$ cat config.mk
export PLATFORM = sky130hd
export DESIGN_NAME = bit_serializer_flat
export DESIGN_NICKNAME = d
export VERILOG_FILES = /design/src/rtl/bit_serializer_pkg.sv /design/src/rtl/bit_serializer_if.sv /design/src/rtl/bit_serializer.sv /design/src/flat_wrapper.sv
export SDC_FILE = /design/constraint.sdc
export NUM_CORES = 1
export LEC_CHECK = 0
export CORE_UTILIZATION = 46
export DETAILED_ROUTE_END_ITERATION = 10
export MAX_ROUTING_LAYER = met4
export PLACE_DENSITY = 0.72
export SLEW_MARGIN = 20
export SYNTH_ARGS = -nofsm -noshare
export SYNTH_HDL_FRONTEND = slang
export SYNTH_SLANG_ARGS = --single-unit
$ cat constraint.sdc
create_clock -name clk -period 2.11 [get_ports clk]
set_clock_uncertainty 0.05 [all_clocks]
set_input_delay 0.5275 -clock clk [delete_from_list [all_inputs] [get_ports clk]]
set_output_delay 0.5275 -clock clk [all_outputs]
set_load 0.01 [all_outputs]
$ cat src/rtl/bit_serializer_pkg.sv
`default_nettype none
// ============================================================================
// Module      : bit_serializer_pkg
// Description : Shared types and helpers for the bit serializer.
//               - state_t   : serializer FSM states (IDLE, SHIFT, PAR)
//               - cnt_width : bit-counter width for a given word width
// Revision    : 1.0 - initial release
// ============================================================================
package bit_serializer_pkg;

  typedef enum logic [1:0] {
    ST_IDLE  = 2'd0,
    ST_SHIFT = 2'd1,
    ST_PAR   = 2'd2
  } state_t;

  // Counter must index 0..width-1; never narrower than one bit.
  function automatic int cnt_width(input int width);
    return (width < 2) ? 1 : $clog2(width);
  endfunction

endpackage
`default_nettype wire

$ cat src/rtl/bit_serializer_if.sv
`default_nettype none
// ============================================================================
// Module      : bit_serializer_if
// Description : Word-in / bit-out bundle of the bit serializer.
//               din, din_valid, din_ready : parallel word handshake
//               x, x_valid, frame_start   : serial bit stream to the detector
//               busy                      : frame in progress
//               master = word source / bit sink, slave = serializer.
// Revision    : 1.0 - initial release
// ============================================================================
interface bit_serializer_if #(
  parameter int WIDTH = 8
);
  logic [WIDTH-1:0] din;
  logic             din_valid;
  logic             din_ready;
  logic             x;
  logic             x_valid;
  logic             frame_start;
  logic             busy;

  modport master (
    output din, din_valid,
    input  din_ready, x, x_valid, frame_start, busy
  );

  modport slave (
    input  din, din_valid,
    output din_ready, x, x_valid, frame_start, busy
  );
endinterface
`default_nettype wire

$ cat src/rtl/bit_serializer.sv
`default_nettype none
// ============================================================================
// Module      : bit_serializer
// Description : Parallel-in / serial-out stage feeding the 1101 detector.
//               Accepts WIDTH-bit words on a valid/ready handshake and sends
//               them one bit per clock on x, with x_valid and a frame_start
//               pulse on the first bit. Back-to-back words stream gap-free.
// Ports       : clk  - rising-edge clock
//               rst  - asynchronous active-high reset
//               bus  - bit_serializer_if.slave (din/din_valid/din_ready,
//                      x/x_valid/frame_start/busy)
// Options     : BIT_SERIALIZER_PARITY_EN - append an even-parity bit (state
//               PAR) after each frame; din_ready then moves to the PAR cycle.
// Revision    : 1.0 - initial release
// ============================================================================
module bit_serializer
  import bit_serializer_pkg::*;
#(
  parameter int WIDTH     = 8,
  parameter bit MSB_FIRST = 1'b1
) (
  input wire logic        clk,
  input wire logic        rst,
  bit_serializer_if.slave bus
);

  localparam int                  c_cnt_w = cnt_width(WIDTH);
  localparam logic [c_cnt_w-1:0] c_last  = c_cnt_w'(WIDTH - 1);

  state_t             state_q, state_d;
  logic [c_cnt_w-1:0] cnt_q, cnt_d;
  logic [WIDTH-1:0]   shreg_q, shreg_d;
  logic               x_q, x_d;
  logic               x_valid_q, x_valid_d;
  logic               frame_start_q, frame_start_d;
  logic               busy_q, busy_d;
`ifdef BIT_SERIALIZER_PARITY_EN
  logic               parity_q, parity_d;
`endif

  logic w_last_bit;
  logic w_ready;
  logic w_accept;

  // Bit that goes out next from a word, and the word with that bit consumed.
  function automatic logic first_bit(input logic [WIDTH-1:0] w);
    return MSB_FIRST ? w[WIDTH-1] : w[0];
  endfunction

  function automatic logic [WIDTH-1:0] advance(input logic [WIDTH-1:0] w);
    return MSB_FIRST ? (w << 1) : (w >> 1);
  endfunction

`ifdef BIT_SERIALIZER_PARITY_EN
  assign w_last_bit = (state_q == ST_PAR);
`else
  assign w_last_bit = (state_q == ST_SHIFT) && (cnt_q == c_last);
`endif

  // Ready in the final bit cycle lets the next word start with no gap.
  assign w_ready  = !rst && ((state_q == ST_IDLE) || w_last_bit);
  assign w_accept = bus.din_valid && w_ready;

  always_comb begin
    state_d       = state_q;
    cnt_d         = cnt_q;
    shreg_d       = shreg_q;
    x_d           = 1'b0;
`ifdef BIT_SERIALIZER_PARITY_EN
    parity_d      = parity_q;
`endif

    case (state_q)
      ST_IDLE: begin
        state_d = ST_IDLE;
      end
      ST_SHIFT: begin
        if (cnt_q == c_last) begin
`ifdef BIT_SERIALIZER_PARITY_EN
          state_d = ST_PAR;
          x_d     = parity_q;
`else
          state_d = ST_IDLE;
`endif
        end else begin
          cnt_d   = cnt_q + 1'b1;
          x_d     = first_bit(shreg_q);
          shreg_d = advance(shreg_q);
        end
      end
`ifdef BIT_SERIALIZER_PARITY_EN
      ST_PAR: begin
        state_d = ST_IDLE;
      end
`endif
      default: begin
        state_d = ST_IDLE;
      end
    endcase

    // An accept can only occur in IDLE or the last bit cycle, so it always
    // overrides the fall-through to IDLE and starts a fresh frame.
    if (w_accept) begin
      state_d  = ST_SHIFT;
      cnt_d    = '0;
      x_d      = first_bit(bus.din);
      shreg_d  = advance(bus.din);
`ifdef BIT_SERIALIZER_PARITY_EN
      parity_d = ^bus.din;
`endif
    end

    x_valid_d     = (state_d != ST_IDLE);
    busy_d        = (state_d != ST_IDLE);
    frame_start_d = w_accept;
  end

  always_ff @(posedge clk or posedge rst) begin
    if (rst) begin
      state_q       <= ST_IDLE;
      cnt_q         <= '0;
      shreg_q       <= '0;
      x_q           <= 1'b0;
      x_valid_q     <= 1'b0;
      frame_start_q <= 1'b0;
      busy_q        <= 1'b0;
`ifdef BIT_SERIALIZER_PARITY_EN
      parity_q      <= 1'b0;
`endif
    end else begin
      state_q       <= state_d;
      cnt_q         <= cnt_d;
      shreg_q       <= shreg_d;
      x_q           <= x_d;
      x_valid_q     <= x_valid_d;
      frame_start_q <= frame_start_d;
      busy_q        <= busy_d;
`ifdef BIT_SERIALIZER_PARITY_EN
      parity_q      <= parity_d;
`endif
    end
  end

  assign bus.din_ready   = w_ready;
  assign bus.x           = x_q;
  assign bus.x_valid     = x_valid_q;
  assign bus.frame_start = frame_start_q;
  assign bus.busy        = busy_q;

endmodule
`default_nettype wire

$ cat src/flat_wrapper.sv
// flat-port wrapper written by rule: the top's interface ports become plain ports
module bit_serializer_flat import bit_serializer_pkg::*;
#(
  parameter int WIDTH     = 8,
  parameter bit MSB_FIRST = 1'b1
)
  (clk, rst, bus_din, bus_din_valid, bus_din_ready, bus_x, bus_x_valid, bus_frame_start, bus_busy);
  bit_serializer_if #(.WIDTH(WIDTH)) bus_i ();
  input wire logic clk;
  input wire logic rst;
  input wire logic [$bits(bus_i.din)-1:0] bus_din;
  input wire logic [$bits(bus_i.din_valid)-1:0] bus_din_valid;
  output wire logic [$bits(bus_i.din_ready)-1:0] bus_din_ready;
  output wire logic [$bits(bus_i.x)-1:0] bus_x;
  output wire logic [$bits(bus_i.x_valid)-1:0] bus_x_valid;
  output wire logic [$bits(bus_i.frame_start)-1:0] bus_frame_start;
  output wire logic [$bits(bus_i.busy)-1:0] bus_busy;
  assign bus_i.din = bus_din;
  assign bus_i.din_valid = bus_din_valid;
  assign bus_din_ready = bus_i.din_ready;
  assign bus_x = bus_i.x;
  assign bus_x_valid = bus_i.x_valid;
  assign bus_frame_start = bus_i.frame_start;
  assign bus_busy = bus_i.busy;
  bit_serializer #(.WIDTH(WIDTH), .MSB_FIRST(MSB_FIRST)) u_core (.clk(clk), .rst(rst), .bus(bus_i));
endmodule
-- Yosys cells after proc, flatten, opt, wreduce, memory -nomap -nowiden
Cells that the tools add are included.
W data, S select, Z words.
- flip-flop bits (word level): 16
- bits in latches: 0
- memory bits (writable): 0
- bits in read-only memories: 0
- bits of input ports: 11
- output and inout port bits: 5
- word-level logic and storage cells: 31
- memories kept: 0
- $add $sub $neg: 1
- multiply operators: 0
- divide/modulo/power cells: 0
- order comparisons: 0
- eq/ne operators: 3
- shift-type cells: 0
- mux-type cells: 12
- bitwise operators: 0
- reduce and logical (&&, ||, !) cells: 9
- operators with widths (kind ; count):
    $mux W8 ; 3
    $mux W3 ; 3
    $mux W2 ; 3
    $reduce_bool A2 Y1 ; 2
    $add A3 B1 Y3 const B ; 1
    $eq A3 B3 Y1 const B ; 1
    $logic_and A1 B1 Y1 ; 3
    $mux W1 ; 3
    $eq A2 B1 Y1 const B ; 1
    $logic_not A2 Y1 ; 1
    $ne A2 B1 Y1 const B ; 1
    $reduce_and A2 Y1 ; 1
    $logic_not A1 Y1 ; 1
    $logic_or A1 B1 Y1 ; 1

-- Longest topological paths before layout
- word-level depth: 7
- gate-level depth with buffers: 7
- depth with buffers taken out: 6

-- Worst setup path after synthesis
No wires, ideal clock.
- kind: flip-flop to flip-flop
- start point: register u_core.cnt_q[0]
- end point: register u_core.shreg_q[1]
- setup time: 125 ps
- data arrival time: 1466 ps
- slack: 469 ps
- cell stages (with the launch flop): 7
- cell sequence: dfrtp_1 > ha_1 > ha_1 > nor2b_1 > or3_1 > buf_6 > mux2_4
- longest elaborated chain between the ends: 7
- ends and longest elaborated chain (what ; RTL line ; RTL):
    start: declaration ; bit_serializer.sv:31 ; logic [c_cnt_w-1:0] cnt_q, cnt_d;
    start signal: assignment ; bit_serializer.sv:132 ; cnt_q <= cnt_d;
    $eq A3 B3 Y1 (*) ; bit_serializer.sv:57, bit_serializer.sv:78 ;
    $logic_and A1 B1 Y1 ; bit_serializer.sv:57 ; assign w_last_bit = (state_q == ST_SHIFT) && (cnt_q == c_last);
    $logic_or A1 B1 Y1 ; bit_serializer.sv:61 ; assign w_ready = !rst && ((state_q == ST_IDLE) || w_last_bit);
    $logic_and A1 B1 Y1 ; bit_serializer.sv:61 ;
    $logic_and A1 B1 Y1 ; bit_serializer.sv:62 ; assign w_accept = bus.din_valid && w_ready;
    $ne A2 B1 Y1 (no line) or $reduce_bool A2 Y1 (tied branches) ; -- ;
    $reduce_and A2 Y1 (no line) ; -- ;
    end signal: assignment ; bit_serializer.sv:133 ; shreg_q <= shreg_d;
    end: declaration ; bit_serializer.sv:32 ; logic [WIDTH-1:0] shreg_q, shreg_d;
Every way passes the cells marked *; elsewhere a longest branch is shown, timed or not.
A chain may end at the register's enable or synchronous reset.

-- Worst setup path after layout
- start point: register u_core.cnt_q[0]
- end point: output bus_din_ready
- longest elaborated chain between the ends: 4
- ends and longest elaborated chain (what ; RTL line ; RTL):
    $eq A3 B3 Y1 ; bit_serializer.sv:57 ;
    $logic_and A1 B1 Y1 ; bit_serializer.sv:57 ;
    $logic_or A1 B1 Y1 ; bit_serializer.sv:61 ;
    $logic_and A1 B1 Y1 ; bit_serializer.sv:61 ;
    end: declaration ; flat_wrapper.sv:13 ; output wire logic [$bits(bus_i.din_ready)-1:0] bus_din_ready;
Every way passes these cells.

==> metrics.md <==
| Metric | Value |
|---|---|
| Status | `finished, final reports clean` |
| Async SR Flop Fraction | `100%` |
| WHS | `0.478 ns` |
| Top cells by count, synth | `15 x dfrtp_1, 6 x nand2b_1, 6 x o221a_2` |
| Synth Area per Inst | `12.9 um2` |
| Power share of the sequential group | `53.7%` |
| P&R area growth vs syn | `30.6%` |
| Drt first pass iters | `4` |
| DR iter-0 viols | `8` |
| Combinational Power Share | `24.0%` |
| Final global-route overflow total | `0` |
| Antenna-violating nets left | `0` |
| Fmax | `0.510 GHz` |
| Worst Hold Class | `reg -> reg` |
| Pwr dens | `824 nW/um2` |
| Dpl hpwl | `805 um` |
| Synth Flop Type | `dfrtp_1` |
| Initial antenna violation count | `0` |
| Finish-stage setup viols | `0` |
| Mapped Nets | `65` |
| Post-CTS setup buffer count | `0` |
| DRC | `0` |
| Rows | `13` |
| Via count | `442` |
| Vias in the first global route | `431` |
| CP Max Fanout | `3` |
| Skew-Pair Late Insertion Delay | `0.28 ns` |
| WP data arrival | `1.38 ns` |
| WL per Instance | `13.4 um` |
| Hold EP | `u_core.bus.x` |
| Total GRT Usage | `18.5%` |
| RSZ-0062 raised after global routing | `false` |
| Worst path max stage delay | `0.40 ns` |
| Psw | `0.187 mW` |
| Net count, final | `85` |
| Worst EP required | `1.53 ns` |
| CTS clk-pin slew, worst paths | `0.09 ns` |
| Hold depth | `1` |
| Slew Limit Headroom | `62.6%` |
| Worst reg-to-reg setup slack | `0.31 ns` |
| Post-synth top area share | `56.0%` |
| Most frequent cell after synthesis | `dfrtp_1` |
| Die Span Y | `40.2 um` |
| Antenna Cells | `0` |
| Post-cts hold buffer count | `0` |
| Final wirelength | `1150 um` |
| Total negative setup slack | `0 ns` |
| Time the worst path needs with I/O delays and setup | `1.96 ns` |
| Total CTS buffers | `3` |
| Worst path bufs/invs | `1` |
| Clock share of power | `22.3%` |
| Largest net degree at the start of global routing | `16` |
| Cells after DPL | `82` |
| Startpoint Class | `flop` |
| Clk buf depth | `2` |
| Yosys top cell by area | `dfrtp_1` |
| WS Path Type | `reg -> out` |
| I/O Buffers | `15` |
| Crit share post-route | `92.8%` |
| Synth top area cells | `dfrtp_1 56%, o221a_2 10%, nand2b_1 5.6%, ha_1 3.7%, mux2i_1 3.0%` |
| R2R depth | `5` |
| Post-DP Area | `838 um2` |
| Final Util | `65.7%` |
| Yosys warnings | `0` |
| Routed vias/inst | `5.14` |
| Peak supply drop | `550 uV` |
| Setup crit end kind | `primary output` |
| Yosys cell types | `23` |
| Htree depth | `1` |
| Clock sink count | `15` |
| First-pass GRT wire length | `1790 um` |
| Post-synthesis cell count | `52` |
| Tot Pwr | `0.722 mW` |
| Pins Over Slew Limit | `0` |
| Worst path slowest cell | `dfrtp_1` |
| Post-layout instance area | `876 um2` |
| Finished Layout Cells | `86` |
| Max cap viols | `0` |
| Internal power | `0.535 mW` |
| GPL Wtd Cong | `0.770` |
| Leakage | `0.387 nW` |
| Root buf cell | `clkbuf_4` |
| Seq/Total Area, Yosys | `56.0%` |
| Final Hold Fails | `0` |
| Cell Chain, Critical Path | `ha_1 -> ha_2 -> nor2b_4 -> nor3_2 -> clkbuf_2` |
| Worst Min Path Start | `u_core.shreg_q[7]` |
| Sw frac | `26.0%` |
| Post-synthesis register bit count | `15` |
| RR Endpoint | `u_core.shreg_q[1]` |
| Synthesized area | `671 um2` |
| Post-synth EDFFs | `0` |
| Layout cell share with drive strength beyond 1 | `29.6%` |
| Ports | `16` |
| Initial Utilization | `50.3%` |
| Die Span X | `40.2 um` |
| Post-layout worst setup margin | `0.151 ns` |
| Crit path depth | `5` |
| TritonCTS clock tree | `built` |
| DIE AREA | `1610 um2` |
| Worst slack, placed | `-0.157 ns` |
| Crit path max-delay family | `adder cells` |
| Worst-margin pin slew | `0.560 ns` |
| Core area | `1330 um2` |
| R2r startpoint | `u_core.cnt_q[0]` |
-- cells by family after synthesis --
kind of cell	Yosys count	share of synthesized area, %
AOI/OAI and AO/OA	9	13.4
xor gates and xnor gates	1	1.31
adders and majority gates	2	3.73
buffers and inverters	5	4.66
DFF	15	56.0
muxes	3	5.22
other	1	0.559
and+or+nand+nor	16	15.1
-- registers in the layout, indices dropped and copies added (netlist names) --
signal,count
u_core.bus.x_valid,1
u_core.shreg_q,7
u_core.bus.x,1
u_core.state_q,2
u_core.cnt_q,3
u_core.bus.frame_start,1
-- metal layers --
layer	share of wire, %	global-route usage (%)	vias to the layer above
met5	0	-	-
met2	47	29.8	9
met3	4.1	5.00	2
li1	-	-	218
met1	48	20.6	213
met4	1.1	10.0	0
-- power groups by stage --
stage	logic, mW	clock network [mW]	registers [mW]
CTS	0.174	0.169	0.389
global route	0.199	0.185	0.397
global placement	0.167	0	0.393
finish	0.173	0.161	0.388
floorplan	0.120	0	0.388
detailed placement	0.171	0	0.395
-- worst max path at each step --
stage                    startpoint                end
floorplan           u_core.cnt_q[0]  u_core.shreg_q[1]
global route        u_core.cnt_q[0]      bus_din_ready
finish              u_core.cnt_q[0]      bus_din_ready
CTS                 u_core.cnt_q[0]      bus_din_ready
global placement                rst      bus_din_ready
detailed placement              rst      bus_din_ready
-- timing repair --
action                                 4_1_cts  5_1_grt
setup endpoints to repair                    1        1
endpoints found under the hold margin        0        0
gates resized for setup                      4        3
-- cells in the final DEF (no fill, tap or decap), types with 2 or more instances in the layout --
master           instances
nor2_1                   3
clkbuf_4                 3
dfrtp_1                 15
nand2b_1                 6
mux2i_1                  2
o221a_2                  6
clkdlybuf4s50_1         14
buf_4                    3
-- final cells by class --
cell class              instances  area, um2
fillers                       101        458
well taps                      15       18.8
flip-flops and latches         15        375
repair buffers                 18        168
clock inverters                 1       5.00
multi-input cells              32        279
clock buffers                   3       22.5
inverters                       2       7.51
Power figures use the tool's default switching activity.
